### config.mk
export PLATFORM = sky130hd
export DESIGN_NAME = char_motion
export DESIGN_NICKNAME = d
export VERILOG_FILES = /design/src/rtl/char_pkg.sv /design/src/rtl/tick_gen.sv /design/src/rtl/char_motion.sv
export SDC_FILE = /design/constraint.sdc
export NUM_CORES = 1
export LEC_CHECK = 0
export CORE_ASPECT_RATIO = 0.5
export CORE_UTILIZATION = 55
export DETAILED_ROUTE_END_ITERATION = 7
export GPL_TIMING_DRIVEN = 0
export MAX_ROUTING_LAYER = met4
export PLACE_DENSITY = 0.78
export SETUP_SLACK_MARGIN = 0.15
export SYNTH_ARGS = -nofsm -noshare
export SYNTH_HDL_FRONTEND = slang
export SYNTH_SLANG_ARGS = --single-unit
### constraint.sdc
create_clock -name sys_clk -period 5.4 [get_ports sys_clk]
set_input_delay 1.08 -clock sys_clk [delete_from_list [all_inputs] [get_ports sys_clk]]
set_output_delay 1.08 -clock sys_clk [all_outputs]
set_load 0.02 [all_outputs]
### src/rtl/char_pkg.sv
// Shared types for the character-physics engine: motion and sequencer
// state encodings plus the keypad bit positions.
package char_pkg;

   typedef enum logic [1:0] {
      M_GROUND,
      M_JUMP,
      M_FALL
   } motion_e;

   typedef enum logic [2:0] {
      S_IDLE,
      S_RD_X,
      S_WT_X,
      S_RD_Y,
      S_WT_Y,
      S_DONE
   } seq_e;

   localparam int MOV_UP    = 3;
   localparam int MOV_DOWN  = 2;
   localparam int MOV_LEFT  = 1;
   localparam int MOV_RIGHT = 0;

endpackage

### src/rtl/tick_gen.sv
// Movement-tick divider: counts 0..DIV-1 and pulses tick for one cycle on
// each wrap. Pause freezes the count and suppresses the pulse.
module tick_gen #(
   parameter int DIV = 200000
) (
   input  logic sys_clk,
   input  logic rst_n,
   input  logic pause,
   output logic tick
);

   localparam int CW = $clog2(DIV);
   localparam logic [CW-1:0] CNT_LAST = CW'(DIV - 1);

   logic [CW-1:0] cnt_q, cnt_d;
   logic          tick_q, tick_d;
   logic          wrap;

   assign wrap = (cnt_q == CNT_LAST);

   always_comb begin
      // NOTE: every _d gets a default before any branch, so no path can infer a latch.
      cnt_d  = cnt_q;
      tick_d = 1'b0;
      if (!pause) begin
         tick_d = wrap;
         cnt_d  = wrap ? '0 : cnt_q + 1'b1;
      end
   end

   always_ff @(posedge sys_clk or negedge rst_n) begin
      if (!rst_n) begin
         cnt_q  <= '0;
         tick_q <= 1'b0;
      end else begin
         // NOTE: non-blocking so every flop samples pre-edge values; blocking here would race.
         cnt_q  <= cnt_d;
         tick_q <= tick_d;
      end
   end

   assign tick = tick_q;

endmodule

### src/rtl/char_motion.sv
// Character-physics engine: per tick, probes the blocking map for one X and
// one Y candidate and commits each move only when the target pixel is free.
module char_motion
   import char_pkg::*;
#(
   parameter int X_W      = 10,
   parameter int Y_W      = 10,
   parameter int ADDR_W   = 19,
   parameter int MAP_W    = 960,
   parameter int X_MIN    = 0,
   parameter int X_MAX    = 960,
   parameter int Y_MIN    = 0,
   parameter int Y_MAX    = 400,
   parameter int X_INIT   = 244,
   parameter int Y_INIT   = 400,
   parameter int TICK_DIV = 200000,
   parameter int STEP     = 1,
   parameter int JUMP_LEN = 48,
   parameter int MEM_LAT  = 1
) (
   input  logic              sys_clk,
   input  logic              rst_n,
   input  logic [3:0]        mov,
   input  logic              pause,
   output logic [X_W-1:0]    char_X,
   output logic [Y_W-1:0]    char_Y,
   output logic [ADDR_W-1:0] blk_addr,
   output logic              blk_rd,
   input  logic              blk_data,
   output logic              on_ground,
   output logic              jumping,
   output logic              step_done
);

   localparam int JC_W = $clog2(JUMP_LEN + 1);
   localparam logic [X_W:0]      X_LO     = (X_W + 1)'(X_MIN);
   localparam logic [X_W:0]      X_SPAN   = (X_W + 1)'(X_MAX - X_MIN);
   localparam logic [Y_W:0]      Y_LO     = (Y_W + 1)'(Y_MIN);
   localparam logic [Y_W:0]      Y_SPAN   = (Y_W + 1)'(Y_MAX - Y_MIN);
   localparam logic [X_W:0]      STEP_X   = (X_W + 1)'(STEP);
   localparam logic [Y_W:0]      STEP_Y   = (Y_W + 1)'(STEP);
   localparam logic [1:0]        LAT_LAST = 2'(MEM_LAT - 1);
   localparam logic [JC_W-1:0]   JC_LAST  = JC_W'(JUMP_LEN - 1);

   function automatic logic [ADDR_W-1:0] map_addr(input logic [Y_W:0] y, input logic [X_W:0] x);
      return ADDR_W'(y) * ADDR_W'(MAP_W) + ADDR_W'(x);
   endfunction

   seq_e              seq_q, seq_d;
   motion_e           motion_q, motion_d;
   logic [X_W-1:0]    x_q, x_d;
   logic [Y_W-1:0]    y_q, y_d;
   logic [X_W:0]      cx_q, cx_d;
   logic [Y_W:0]      cy_q, cy_d;
   logic [JC_W-1:0]   jc_q, jc_d;
   logic [1:0]        wt_q, wt_d;
   logic              up_q, up_d;
   logic              blk_rd_q, blk_rd_d;
   logic [ADDR_W-1:0] blk_addr_q, blk_addr_d;
   logic              step_done_q, step_done_d;

   logic              tick;
   logic [X_W:0]      cx_new;
   logic [Y_W:0]      cy_new;
   logic [X_W-1:0]    x_next;
   logic              x_ok, y_ok, lat_done;
   logic              unused_down;

   assign unused_down = mov[MOV_DOWN];

   tick_gen #(.DIV(TICK_DIV)) u_tick (
      .sys_clk (sys_clk),
      .rst_n   (rst_n),
      .pause   (pause),
      .tick    (tick)
   );

   always_comb begin
      seq_d       = seq_q;
      motion_d    = motion_q;
      x_d         = x_q;
      y_d         = y_q;
      cx_d        = cx_q;
      cy_d        = cy_q;
      jc_d        = jc_q;
      wt_d        = wt_q;
      up_d        = up_q;
      blk_addr_d  = blk_addr_q;
      blk_rd_d    = 1'b0;
      step_done_d = 1'b0;

      // Both or neither direction keys still probe the current X.
      cx_new = {1'b0, x_q};
      if (mov[MOV_LEFT] && !mov[MOV_RIGHT])
         cx_new = {1'b0, x_q} - STEP_X;
      else if (mov[MOV_RIGHT] && !mov[MOV_LEFT])
         cx_new = {1'b0, x_q} + STEP_X;

      // Offset-then-compare in W+1 bits: an underflowed candidate wraps high and fails.
      x_ok     = ((cx_q - X_LO) <= X_SPAN) && !blk_data;
      x_next   = x_ok ? cx_q[X_W-1:0] : x_q;
      cy_new   = (motion_q == M_JUMP) ? {1'b0, y_q} - STEP_Y : {1'b0, y_q} + STEP_Y;
      y_ok     = ((cy_q - Y_LO) <= Y_SPAN) && !blk_data;
      lat_done = (wt_q == LAT_LAST);

      case (seq_q)
         S_IDLE: if (tick) begin
            cx_d       = cx_new;
            blk_addr_d = map_addr({1'b0, y_q}, cx_new);
            blk_rd_d   = 1'b1;
            seq_d      = S_RD_X;
         end
         S_RD_X: begin
            wt_d  = '0;
            seq_d = S_WT_X;
         end
         S_WT_X: if (lat_done) begin
            x_d        = x_next;
            cy_d       = cy_new;
            blk_addr_d = map_addr(cy_new, {1'b0, x_next});
            blk_rd_d   = 1'b1;
            seq_d      = S_RD_Y;
         end else begin
            wt_d = wt_q + 1'b1;
         end
         S_RD_Y: begin
            wt_d  = '0;
            up_d  = mov[MOV_UP];
            seq_d = S_WT_Y;
         end
         S_WT_Y: if (lat_done) begin
            case (motion_q)
               M_GROUND: if (y_ok) begin
                  y_d      = cy_q[Y_W-1:0];
                  motion_d = M_FALL;
               end else if (up_q) begin
                  motion_d = M_JUMP;
                  jc_d     = '0;
               end
               M_JUMP: if (y_ok) begin
                  y_d  = cy_q[Y_W-1:0];
                  jc_d = jc_q + 1'b1;
                  if (jc_q == JC_LAST) motion_d = M_FALL;
               end else begin
                  motion_d = M_FALL;
               end
               default: if (y_ok) begin
                  y_d = cy_q[Y_W-1:0];
               end else begin
                  motion_d = M_GROUND;
               end
            endcase
            step_done_d = 1'b1;
            seq_d       = S_DONE;
         end else begin
            wt_d = wt_q + 1'b1;
         end
         S_DONE:  seq_d = S_IDLE;
         default: seq_d = S_IDLE;
      endcase
   end

   always_ff @(posedge sys_clk or negedge rst_n) begin
      if (!rst_n) begin
         seq_q       <= S_IDLE;
         motion_q    <= M_GROUND;
         x_q         <= X_W'(X_INIT);
         y_q         <= Y_W'(Y_INIT);
         cx_q        <= '0;
         cy_q        <= '0;
         jc_q        <= '0;
         wt_q        <= '0;
         up_q        <= 1'b0;
         blk_rd_q    <= 1'b0;
         blk_addr_q  <= '0;
         step_done_q <= 1'b0;
      end else begin
         seq_q       <= seq_d;
         motion_q    <= motion_d;
         x_q         <= x_d;
         y_q         <= y_d;
         cx_q        <= cx_d;
         cy_q        <= cy_d;
         jc_q        <= jc_d;
         wt_q        <= wt_d;
         up_q        <= up_d;
         blk_rd_q    <= blk_rd_d;
         blk_addr_q  <= blk_addr_d;
         step_done_q <= step_done_d;
      end
   end

   assign char_X    = x_q;
   assign char_Y    = y_q;
   assign blk_addr  = blk_addr_q;
   assign blk_rd    = blk_rd_q;
   assign step_done = step_done_q;
   assign on_ground = (motion_q == M_GROUND);
   assign jumping   = (motion_q == M_JUMP);

endmodule

## Yosys cells after proc, flatten, opt, wreduce, memory -nomap -nowiden

Index checks and enable logic that the tools add are counted.

| word-level totals | value |
|---|---|
| register bits after elaboration | 96 |
| bits of input ports | 8 |
| output and inout bits | 43 |
| word-level logic and storage cells | 96 |

| operators by class | value |
|---|---|
| add/sub/neg operators | 9 |
| $mul | 2 |
| magnitude comparators | 2 |
| equality and inequality tests | 17 |
| multiplexer cells | 29 |
| reductions and logical operators | 23 |

Operators by type and width:

| cell | number |
|---|---|
| two-way mux 19 bit | 2 |
| one-hot mux 19 bit (2 select lines) | 1 |
| two-way mux 11 bit | 3 |
| adder 10 x 1 -> 11 bit, second input constant | 2 |
| subtractor 10 x 1 -> 11 bit, second input constant | 2 |
| adder 19 x 10 -> 19 bit | 1 |
| adder 19 x 11 -> 19 bit | 1 |
| adder 18 x 1 -> 18 bit, second input constant | 1 |
| equality test 18 bit, second input constant | 1 |
| two-way mux 18 bit | 1 |
| two-way mux 6 bit | 3 |
| one-hot mux 3 bit (5 select lines) | 1 |
| multiplier 10 x 4 -> 13 bit, second input constant | 1 |
| multiplier 11 x 4 -> 13 bit, second input constant | 1 |
| two-way mux 2 bit | 6 |
| one-hot mux 6 bit (2 select lines) | 1 |
| less-or-equal comparator 11 x 10 -> 1 bit, second input constant | 1 |
| less-or-equal comparator 11 x 9 -> 1 bit, second input constant | 1 |
| two-way mux 10 bit | 1 |
| two-way mux 3 bit | 3 |
| AND reduction 3 bit | 3 |
| != test 2 bit, second input constant | 4 |
| one-hot mux 2 bit (2 select lines) | 2 |
| adder 6 x 1 -> 6 bit, second input constant | 1 |
| other kinds (21) | 38 |

## Logic depth before layout (Yosys ltp)

| logic depth | value |
|---|---|
| word-level depth | 7 |
| depth in mapped cells | 26 |
| gate-level depth less buffers | 25 |

## Modules after synthesis

From an unflattened synthesis, not the netlist that was laid out.

| second synthesis, totals | value |
|---|---|
| cells, all modules | 801 |
| area total of the unflattened synthesis | 7,553.5 um2 |

By module, submodules not included:

| module | instances | cells an instance | area each (um2) | sequential area each (um2) |
|---|---|---|---|---|
| char_motion | 1 | 710 | 6,592.6 | 1,936.9 |
| tick_gen | 1 | 91 | 960.9 | 475.5 |

## Worst setup path before layout

OpenSTA, ideal clock, no wires.

| timing path | value |
|---|---|
| path kind | flip-flop to flip-flop |
| start | register motion_q[1] |
| end | register blk_addr_q[18] (netlist: blk_addr[18]) |
| library setup time | 76 ps |
| arrival time | 5,273 ps |
| data required time | 5,324 ps |
| slack | 50 ps |
| stages on the path, launching flop included | 24 |
| buffers on the path | 1 |
| clock period less this slack | 5,350 ps |
| cells stage by stage | dfrtp_1 nand2b_1 buf_2 xnor2_1 ha_1 nor2_1 nand2_1 a21oi_1 nor2_1 o31ai_1 xnor2_1 xor2_1 fa_1 inv_1 ha_1 or3b_2 a21oi_1 nor3_1 or4_1 nor3_1 and2_1 nand3b_1 nand4_1 o21ai_1 |

| on the way | value |
|---|---|
| cells in the longest elaborated chain, start to end | 6 |

Ends and longest elaborated chain:

| element | line | text |
|---|---|---|
| from (decl) | char_motion.sv:50 | `motion_e motion_q, motion_d;` |
| from (signal assigned) | char_motion.sv:179 | `motion_q <= motion_d;` |
| equality test 2 x 1 -> 1 bit | char_motion.sv:102 | `cy_new = (motion_q == M_JUMP) ? {1'b0, y_q} - STEP_Y : {1'b0, y_q} + STEP_Y;` |
| two-way mux 11 bit | char_motion.sv:102 |  |
| multiplier 11 x 4 -> 13 bit | char_motion.sv:46 | `return ADDR_W'(y) * ADDR_W'(MAP_W) + ADDR_W'(x);` |
| adder 19 x 10 -> 19 bit | char_motion.sv:46 |  |
| two-way mux 19 bit | char_motion.sv:117 | `S_WT_X: if (lat_done) begin` |
| one-hot mux 19 bit (2 select lines) | char_motion.sv:106 | `case (seq_q)` |
| to (signal assigned) | char_motion.sv:188 | `blk_addr_q <= blk_addr_d;` |
| to (decl) | char_motion.sv:59 | `logic [ADDR_W-1:0] blk_addr_q, blk_addr_d;` |

No other way between the ends. The select of a mux whose other input is x is not followed.
A chain may end at the register's enable or synchronous reset.

## Worst setup path in the final report

| timing path | value |
|---|---|
| start | register motion_q[1] |
| end | register blk_addr_q[18] (netlist: blk_addr[18]) |

| on the way | value |
|---|---|
| cells in the longest elaborated chain, start to end | 6 |

Ends and longest elaborated chain:

| element | line | text |
|---|---|---|
| equality test 2 x 1 -> 1 bit | char_motion.sv:102 |  |
| two-way mux 11 bit | char_motion.sv:102 |  |
| net cy_new[2] | char_motion.sv:64 | `logic [Y_W:0] cy_new;` |
| multiplier 11 x 4 -> 13 bit | char_motion.sv:46 |  |
| adder 19 x 10 -> 19 bit | char_motion.sv:46 |  |
| two-way mux 19 bit | char_motion.sv:117 |  |
| one-hot mux 19 bit (2 select lines) | char_motion.sv:106 |  |

The timed path passes the listed nets, and every way through them passes these cells. The select of a mux whose other input is x is not followed.

==> impl_results.md <==
* Ranking of synthesized cells by area: dfrtp_1 29%, ha_1 7.8%, fa_1 7.7%
* Total number of vias at 6539
* CTS Buffer Depth at 2
* IO buf count at 49
* Clock slew at reported path FFs at 0.07 ns
* Setup CP Type: flip-flop to flip-flop
* Max Freq at 192 MHz
* Clock Root Buffer: clkbuf_16
* CTS Buf Count at 9
* TNS Setup at 0 ns
* Number of global-route vias before repair at 6104
* CTS Sinks at 96
* CP startpoint kind: flip-flop
* Placer Congestion at 0.906
* Worst Clk Skew at 0.00895 ns
* Std-Cell Rows at 29
* Die height at 84.6 um
* WL per Instance at 16.8 um
* # nets final at 1014
* Cells after Synth at 851
* Top_reg_cell synth: dfrtp_1
* Syn Area/Cell at 8.81 um^2
* Critical path's largest stage delay at 0.58 ns
* Yosys top cell area share at 29.4%
* WL met1 at 8230 um
* Worst hold start: blk_addr[15]$_DFFE_PN0P_
* # IOs at 51
* Post-CTS Hold Fix Bufs at 0
* Worst path cell trace: nand2b_1, buf_6, xnor2_4, ha_4, nor2_4, mux2i_1, xor2_1, inv_1, buf_4, ha_1, inv_1, fa_2, inv_1, ha_1, a211o_1, a21oi_2, nor3_1, or4_4, nor3_4, and2_4, nand3b_1, nand4_1, o21ai_1
* #FFs+latches synth at 96
* Pre-antenna DRT Iters at 5
* Count leader, synth: nand2_1
* Fin area at 0.00900 mm^2
* HP Class: flip-flop to flip-flop
* DRC viols at 0
* Die ar. at 0.0141 mm^2
* Setup-failing EPs final at 0
* Synth unique cells at 67
* CP Capture Type: flip-flop
* Unrepaired setup endpoints after global routing: yes
* Seq/Total Area, Yosys at 32.2%
* Worst Path Buf+Inv at 5
* Fin. max-slew vios at 0
* Initial drt markers at 558
* Asr flop ratio synth at 100%
* Worst-Skew Late Latency at 0.35 ns
* WP data required at 5.67 ns
* Layout cells sized above 1 at 13.6%
* Worst path slowest cell: or4_4
* Wire length on met2 at 8690 um
* Hpwl dp at 13000 um
* Syn_nets at 935
* CTS tree: yes
* Antenna violations before repair at 0
* List of most frequent post-synthesis cells: 109 x nand2_1, 88 x dfrtp_1, 74 x o21ai_0
* Ys Warns at 0
* Core area at 0.0130 mm^2
* Tot GR Track Use at 27.1%
* Most common cell on crit path: inv_1
* Routed Antenna Nets at 0
* Drt via density at 5.92
* Largest net degree at the start of global routing at 69
* CP Max Fanout at 8
* Critical path's top delay family: simple AND/OR/NAND/NOR gates
* Top sig layer: met4
* Ant. Diodes at 0
* Grt ovf at 0
* WL met3 at 1210 um
* Die width at 167 um
* Period utilisation layout at 96.7%
* Detailed Route WL at 18500 um
* Crit path DAT at 5.49 ns
* Synth area leader: dfrtp_1
* Final count of hold timing violations at 0
* EDFF count, synth at 0
* Worst Tran Pin Value at 0.784 ns
* First-pass GRT wire length at 29700 um
* Area Growth Syn to Fin at 20.0%
* Starting density of the core at 57.7%
* Worst slew margin at 47.1%
* Placed Area at 0.00824 mm^2
* R2R Path Start: motion_q[1]$_DFFE_PN0P_
* Status: finished, final reports clean
* Level count of the clock H-tree at 3
* Maxcap violations at 0
* Final Critical Period at 5.22 ns
* Crit path from: motion_q[1]$_DFFE_PN0P_
* Netlist Area Pre-Place at 0.00750 mm^2
-- cell families after synthesis --
kind of cell | Yosys count | share of synthesized area [%]
AOI/OAI and AO/OA | 169 | 13.3
and+or+nand+nor | 305 | 20.0
DFF | 96 | 32.2
xor gates and xnor gates | 76 | 8.98
muxes | 35 | 5.06
adders and majority gates | 78 | 15.8
buffers and inverters | 92 | 4.72
-- placed cells by master (no fill, tap or decap), types with 4 or more instances in the layout --
cell type / count
a21o_1: 6
a21oi_1: 37
a21oi_2: 4
a31oi_1: 8
and2_1: 5
and3_1: 9
buf_4: 19
clkbuf_1: 26
clkbuf_16: 9
clkdlybuf4s50_1: 48
dfrtp_1: 83
dfrtp_2: 4
dfstp_2: 8
fa_1: 28
ha_1: 39
ha_4: 7
inv_1: 63
mux2_2: 23
mux2i_1: 12
nand2_1: 109
nand2b_1: 6
nand3_1: 17
nand3b_1: 7
nand4_1: 10
nor2_1: 61
nor2b_1: 10
nor3_1: 17
nor4_1: 9
nor4b_1: 4
o21ai_0: 72
o31ai_1: 4
or2_2: 4
or3_1: 8
xnor2_1: 34
xnor2_2: 6
xor2_1: 31
-- final timing paths --
| path | slack (ns) | cells past startpoint | end |
|---|---|---|---|
| worst max-delay path | 0.18 | 23 | blk_addr[18]$_DFFE_PN0P_ |
| worst min-delay path | 0.47 | 2 | blk_addr[15]$_DFFE_PN0P_ |
| worst max register to register | 0.18 | 23 | blk_addr[18]$_DFFE_PN0P_ |
| worst min register to register | 0.47 | 2 | blk_addr[15]$_DFFE_PN0P_ |
| max in group asynchronous | 4.05 | 2 | char_X[2]$_DFFE_PN1P_ |
| min in group asynchronous | 0.65 | 1 | jc_q[2]$_DFFE_PN0P_ |
-- flip-flops by register name, indices dropped and copies added (netlist names), 3 cells and up --
register / flops
cx_q: 11
cy_q: 11
char_X: 10
blk_addr: 19
jc_q: 6
char_Y: 10
seq_q: 3
u_tick.cnt_q: 18
-- cell type report --
type | instances | area, um^2
Tap cell | 170 | 213
Sequential cell | 96 | 2420
Multi-Input combinational cell | 663 | 5060
Fill cell | 955 | 3990
Clock buffer | 12 | 256
Buffer | 29 | 124
Inverter | 63 | 236
Clock inverter | 4 | 30.0
Timing Repair Buffer | 68 | 651
-- tightest hold or removal path: stages, from the launching register on --
cell and delay (ns):
dfrtp_1 0.35, nand2_1 0.05, nand2_1 0.05
-- routing by layer --
metal  vias to the layer above  global-route usage [%]
met5                         -                       -
met4                         0                    7.26
met3                        45                    4.86
met2                       229                    43.5
met1                      3166                    35.4
li1                       3099                       -
-- per-stage QoR --
step	hold slack [ns]	utilization, %	setup WS [ns]	cells
after floorplan	0.443	-	0.157	851
after CTS	0.475	67.1	0.180	1098
after global routing	0.517	69.3	-0.00885	1105
final	0.473	69.3	0.180	1105
after detailed placement	0.461	63.5	-0.581	1071
after global placement	0.451	63.3	-0.415	1070
-- repair_timing --
| action | in CTS | in global routing |
|---|---|---|
| pin swaps | 8 | 12 |
| endpoints found under the hold margin | 0 | 0 |
| endpoints found under the setup margin | 5 | 5 |
| gates resized for setup | 20 | 41 |
| buffers inserted | 11 | 7 |
Power is not shown: default switching activity piles up to over one toggle a cycle in this logic, so the estimate is an artifact.
